File: src/rtl/ascii_pkg.sv
// Shared ASCII range constants, classification record and frame-statistics FSM states.
package ascii_pkg;

    localparam logic [7:0] PRT_LO = 8'h21;
    localparam logic [7:0] PRT_HI = 8'h7E;
    localparam logic [7:0] NUM_LO = 8'h30;
    localparam logic [7:0] NUM_HI = 8'h39;
    localparam logic [7:0] CAP_LO = 8'h41;
    localparam logic [7:0] CAP_HI = 8'h5A;
    localparam logic [7:0] LC_LO  = 8'h61;
    localparam logic [7:0] LC_HI  = 8'h7A;
    localparam logic [7:0] SPACE  = 8'h20;
    localparam logic [7:0] EXT_LO = 8'h80;

    // Field order matches the cls output bus, MSB first.
    typedef struct packed {
        logic is_ext;
        logic is_space;
        logic is_printable;
        logic is_num;
        logic is_lc;
        logic is_cap;
    } char_class_t;

    typedef enum logic {
        COUNT  = 1'b0,
        REPORT = 1'b1
    } stat_state_e;

    function automatic logic in_range(input logic [7:0] c, input logic [7:0] lo, input logic [7:0] hi);
        return (c >= lo) && (c <= hi);
    endfunction

endpackage

File: src/rtl/char_classify.sv
// Combinational ASCII classifier for 7- or 8-bit codes; 8-bit codes 0x80-0xFF are extended.
module char_classify
    import ascii_pkg::*;
#(
    parameter int CHAR_W = 7
) (
    input  logic [CHAR_W-1:0] code_i,
    output char_class_t       class_o
);

    logic [7:0] code8;
    assign code8 = 8'(code_i);

    always_comb begin
        class_o              = '0;
        class_o.is_printable = in_range(code8, PRT_LO, PRT_HI);
        class_o.is_num       = in_range(code8, NUM_LO, NUM_HI);
        class_o.is_cap       = in_range(code8, CAP_LO, CAP_HI);
        class_o.is_lc        = in_range(code8, LC_LO, LC_HI);
        class_o.is_space     = (code8 == SPACE);
        // A 7-bit code can never reach the extended range.
        class_o.is_ext       = (CHAR_W == 8) && (code8 >= EXT_LO);
    end

endmodule

File: src/rtl/ascii_frame_stats.sv
// Streaming ASCII classifier with per-frame saturating class counters and a
// statistics record handed out over a valid/ready handshake at each frame end.
module ascii_frame_stats
    import ascii_pkg::*;
#(
    parameter int         CHAR_W   = 7,
    parameter int         CNT_W    = 8,
    parameter logic [7:0] EOL_CHAR = 8'h0A
) (
    input  logic              clk,
    input  logic              rst_n,
    input  logic              in_valid,
    output logic              in_ready,
    input  logic [CHAR_W-1:0] in_char,
    input  logic              in_last,
    output logic              cls_valid,
    output logic [5:0]        cls,
    output logic              stat_valid,
    input  logic              stat_ready,
    output logic [CNT_W-1:0]  stat_chars,
    output logic [CNT_W-1:0]  stat_cap,
    output logic [CNT_W-1:0]  stat_lc,
    output logic [CNT_W-1:0]  stat_num,
    output logic [CNT_W-1:0]  stat_prt,
    output logic              stat_sat
);

    // Counter slots: 0 chars, 1 cap, 2 lc, 3 num, 4 prt.
    localparam int N_CNT = 5;

    char_class_t char_class;
    stat_state_e state_q;
    logic        in_ready_q;
    logic        stat_valid_q;
    logic        cls_valid_q;
    logic [5:0]  cls_q;
    logic        sat_q;
    logic        sat_d;
    logic [N_CNT-1:0][CNT_W-1:0] cnt_q;
    logic [N_CNT-1:0][CNT_W-1:0] cnt_d;
    logic [N_CNT-1:0] inc;
    logic [N_CNT-1:0] at_max;
    logic        accept;
    logic        frame_end;
    logic        clear;

    char_classify #(
        .CHAR_W (CHAR_W)
    ) u_classify (
        .code_i  (in_char),
        .class_o (char_class)
    );

    assign accept    = in_valid && in_ready_q;
    assign frame_end = accept && ((in_char == EOL_CHAR[CHAR_W-1:0]) || in_last);
    assign clear     = (state_q == REPORT) && stat_ready;
    assign inc       = {char_class.is_printable, char_class.is_num, char_class.is_lc,
                        char_class.is_cap, 1'b1} & {N_CNT{accept}};

    for (genvar gi = 0; gi < N_CNT; gi++) begin : g_max
        assign at_max[gi] = &cnt_q[gi];
    end

    always_comb begin
        cnt_d = cnt_q;
        sat_d = sat_q;
        if (clear) begin
            cnt_d = '0;
            sat_d = 1'b0;
        end else begin
            for (int i = 0; i < N_CNT; i++) begin
                if (inc[i]) begin
                    if (at_max[i]) begin
                        sat_d = 1'b1;
                    end else begin
                        cnt_d[i] = cnt_q[i] + 1'b1;
                    end
                end
            end
        end
    end

    always_ff @(posedge clk) begin
        if (!rst_n) begin
            cnt_q <= '0;
            sat_q <= 1'b0;
        end else begin
            cnt_q <= cnt_d;
            sat_q <= sat_d;
        end
    end

    // in_ready and stat_valid are registered alongside the state, so in_ready
    // never depends combinationally on in_valid.
    always_ff @(posedge clk) begin
        if (!rst_n) begin
            state_q      <= COUNT;
            in_ready_q   <= 1'b1;
            stat_valid_q <= 1'b0;
        end else begin
            case (state_q)
                COUNT: begin
                    if (frame_end) begin
                        state_q      <= REPORT;
                        in_ready_q   <= 1'b0;
                        stat_valid_q <= 1'b1;
                    end
                end
                REPORT: begin
                    if (stat_ready) begin
                        state_q      <= COUNT;
                        in_ready_q   <= 1'b1;
                        stat_valid_q <= 1'b0;
                    end
                end
                default: begin
                    state_q      <= COUNT;
                    in_ready_q   <= 1'b1;
                    stat_valid_q <= 1'b0;
                end
            endcase
        end
    end

    always_ff @(posedge clk) begin
        if (!rst_n) begin
            cls_valid_q <= 1'b0;
            cls_q       <= '0;
        end else begin
            cls_valid_q <= accept;
            if (accept) begin
                cls_q <= char_class;
            end
        end
    end

    assign in_ready   = in_ready_q;
    assign stat_valid = stat_valid_q;
    assign cls_valid  = cls_valid_q;
    assign cls        = cls_q;
    assign stat_chars = cnt_q[0];
    assign stat_cap   = cnt_q[1];
    assign stat_lc    = cnt_q[2];
    assign stat_num   = cnt_q[3];
    assign stat_prt   = cnt_q[4];
    assign stat_sat   = sat_q;

endmodule

File: config.mk
export PLATFORM = sky130hd
export DESIGN_NAME = ascii_frame_stats
export DESIGN_NICKNAME = d
export VERILOG_FILES = /design/src/rtl/ascii_pkg.sv /design/src/rtl/char_classify.sv /design/src/rtl/ascii_frame_stats.sv
export SDC_FILE = /design/constraint.sdc
export NUM_CORES = 1
export LEC_CHECK = 0
export CAP_MARGIN = 5
export CELL_PAD_IN_SITES_DETAIL_PLACEMENT = 1
export CELL_PAD_IN_SITES_GLOBAL_PLACEMENT = 2
export CORE_AREA = 8 8 84 116
export CTS_BUF_LIST = sky130_fd_sc_hd__clkbuf_8
export DETAILED_ROUTE_END_ITERATION = 8
export DIE_AREA = 0 0 92 124
export PLACE_DENSITY_LB_ADDON = 0.1
export SYNTH_ARGS = -nofsm -noshare
export SYNTH_HDL_FRONTEND = slang
export SYNTH_HIERARCHICAL = 1
export SYNTH_SLANG_ARGS = --single-unit
File: constraint.sdc
create_clock -name clk -period 4.85 [get_ports clk]
set_clock_uncertainty 0.1 [all_clocks]
set_input_delay 0.7275 -clock clk [delete_from_list [all_inputs] [get_ports clk]]
set_output_delay 0.7275 -clock clk [all_outputs]
set_load 0.1 [all_outputs]
==> impl_metrics.yaml <==
setup_path:
  critPathMaxFanout: 13
  path_cells: "clkdlybuf4s50_1"
  crit_family: "buffers and inverters"
  crit_slowest_cell: "clkdlybuf4s50_1"
  crit_path_end_kind: "primary output"
  cp_data_arrival_time_ns: 2.19
  cp.required_ns: 4.02
  path_class: "flop to primary output"
  path_buf_inv: 1
  slowest_delay_ns: 1.24
  crit_path_start_kind: "flop"
routing:
  routed_via_density: 5.15
  wl_um: 6780
  ant_nets: 0
  vias: 2288
  drt-initial-drc-count: 48
  post-route-drc-count: 0
  wl_per_cell_um: 15.3
  drt-pass1-iter-count: 4
synthesis:
  synth_fa_ha_area_frac: 0.0252
  async_flop_share: 0
  seq_area_frac_synth: 0.411
  yosys-top-cells-count: "dfxtp_1 (51), nor2_1 (31), nand2_1 (26), a21oi_1 (18), nand3_1 (13)"
  synth_top_area_frac: 0.411
  netlist_instances: 280
  ys_seq_elements: 51
  yosys-top-cells-area: "dfxtp_1 (41%), nor2_1 (4.7%), nand2_1 (3.9%)"
  synth_fp_nets: 297
  synth_xor_xnor_area_share: 0.0740
  synth_top_area_cell: "dfxtp_1"
  synth_compound_area_frac: 0.170
  avgSynthCellArea_um2: 8.88
  synthesis.area_um2: 2490
  synth_ff_type: "dfxtp_1"
  synth_mux_area_frac: 0.0201
  yosysMostFrequentCell: "dfxtp_1"
  synthDistinctLibCells: 49
  synth-simple-area-share: 0.271
  ys_warn_count: 6
  synth_edf_count: 0
  synth_top_family_by_area: "simple AND/OR/NAND/NOR gates"
sta:
  tightest_slew_ns: 0.998
  timing.fmax_mhz: 331
  fin_setup_tns_ns: 0
  hold_violations: 0
  min_period_over_period: 0.623
  fin_crit_ns: 3.02
  rsz0062_at_grt: "false"
  slew_headroom: 0.333
  maxSlewViolCount: 0
  setup_viol: 0
cts:
  cts.path.max_buffers: 2
  root_buffer: "clkbuf_8"
  clk_pin_slew_worst_paths_ns: 0.09
  cts_resized: 0
  postCtsSetupBuffers: 0
  htreeDepth: 2
  postCtsHoldBufs: 0
  cts_tree: "built"
  insertion_delay_ns: 0.31
  clock_sinks: 51
  numCtsBuffers: 5
placed_design:
  hpwl_um: 5100
  dpl.cell_count: 436
  gp_congestion: 0.749
  portBuffers: 61
power_and_ir_drop:
  total_power_uw: 809
  leakage_nw: 1.08
  powerDensity_nw_per_um2: 247
  ir_drop_mv: 0.156
cells_and_area:
  layout-drive-gt1-share: 0.0760
  antenna_cells: 0
  area_growth_syn_to_layout_pct: 31.6
  fin_cells: 444
  post-route-util: 0.409
  fin_nets: 358
die:
  dieWidth_um: 92
  die_y_um: 124
  rows: 39
  ios: 62
  initial_core_util: 0.311
  die_area_um2: 11400
  coreArea_um2: 8000
grt:
  grtUsageTotal: 0.125
  grt_pass1_wl_um: 11600
  grt_overflow: 0
  grt_pass1_vias: 2393
  antenna_found_initial: 0
  grt_max_degree: 41
flow_run:
  drv_cap: 0
run_status:
  outcome: "complete, no violations"
min_path:
  hp-class: "flop to flop"
[through the flow]
stage	cell area (um2)	setup slack, ns	hold WS (ns)
3_3_place_gp	3190	1.82	0.351
6_report	3270	1.83	0.366
3_5_place_dp	3190	1.79	0.358
2_1_floorplan	2490	2.49	0.363
4_1_cts	3270	1.79	0.374
5_1_grt	3270	1.74	0.395
[path summary, 6_finish.rpt]
check / start / end / cells past startpoint / slack, ns
max: in_ready$_SDFFE_PN1P_ / in_ready / 1 / 1.83
min: cls[2]$_SDFFE_PN0N_ / cls[2]$_SDFFE_PN0N_ / 2 / 0.37
max reg2reg: in_ready$_SDFFE_PN1P_ / stat_num[5]$_SDFFE_PP0P_ / 4 / 2.90
min reg2reg: cls[2]$_SDFFE_PN0N_ / cls[2]$_SDFFE_PN0N_ / 2 / 0.37
[metal layers]
metal,global-route usage,up-vias,part of all wire
met1,0.134,1092,0.42
li1,-,1142,-
met5,0,-,0
met3,0.0452,6,0.060
met2,0.222,48,0.50
met4,0.0415,0,0.014
[flip-flops by register name, summed over array words and instances (netlist names)]
signal and cells:
stat_cap 8, stat_chars 8, stat_lc 8, stat_num 8, stat_prt 8, cls 6, cls_valid 1, in_ready 1
stat_sat 1, stat_valid 1, state_q 1
[area by class of cell]
cell class / instances / area, um2
Clock buffer: 5 / 68.8
Clock inverter: 3 / 16.3
Fill cell: 962 / 4730
Inverter: 7 / 26.3
Multi-Input combinational cell: 215 / 1400
Sequential cell: 51 / 1020
Tap cell: 102 / 128
Timing Repair Buffer: 61 / 611
[placed cells by master, fill, tap and decap left out, drive strengths merged, types with 7 or more instances in the layout]
master / netlist / final
xnor2: 10 / 10
inv: 7 / 8
nand4: 7 / 7
or4: 10 / 10
clkdlybuf4s50: 0 / 61
xor2: 11 / 11
nor2: 31 / 31
o21ai: 13 / 13
dfxtp: 51 / 51
nand2: 26 / 26
and3: 8 / 8
a21oi: 18 / 18
nand3: 15 / 15
o31ai: 9 / 9
[where the power goes]
part | switching, mW | total (mW) | leakage (nW) | internal [mW]
Clock | 0.142 | 0.241 | 0.0453 | 0.0991
Combinational | 0.0948 | 0.131 | 0.625 | 0.0364
Sequential | 0.00952 | 0.437 | 0.413 | 0.427
[logic make-up (layout without fill, tap and decap cells)]
family	Yosys count	count (layout)
AO/OA/AOI/OAI	63	63
XOR/XNOR	21	21
adder cells (fa/ha/maj)	5	5
buffers and inverters	14	76
flip-flops	51	51
multiplexers	5	5
other	1	1
AND/OR/NAND/NOR	120	120
Note: power is estimated with default switching activity, not from simulation.
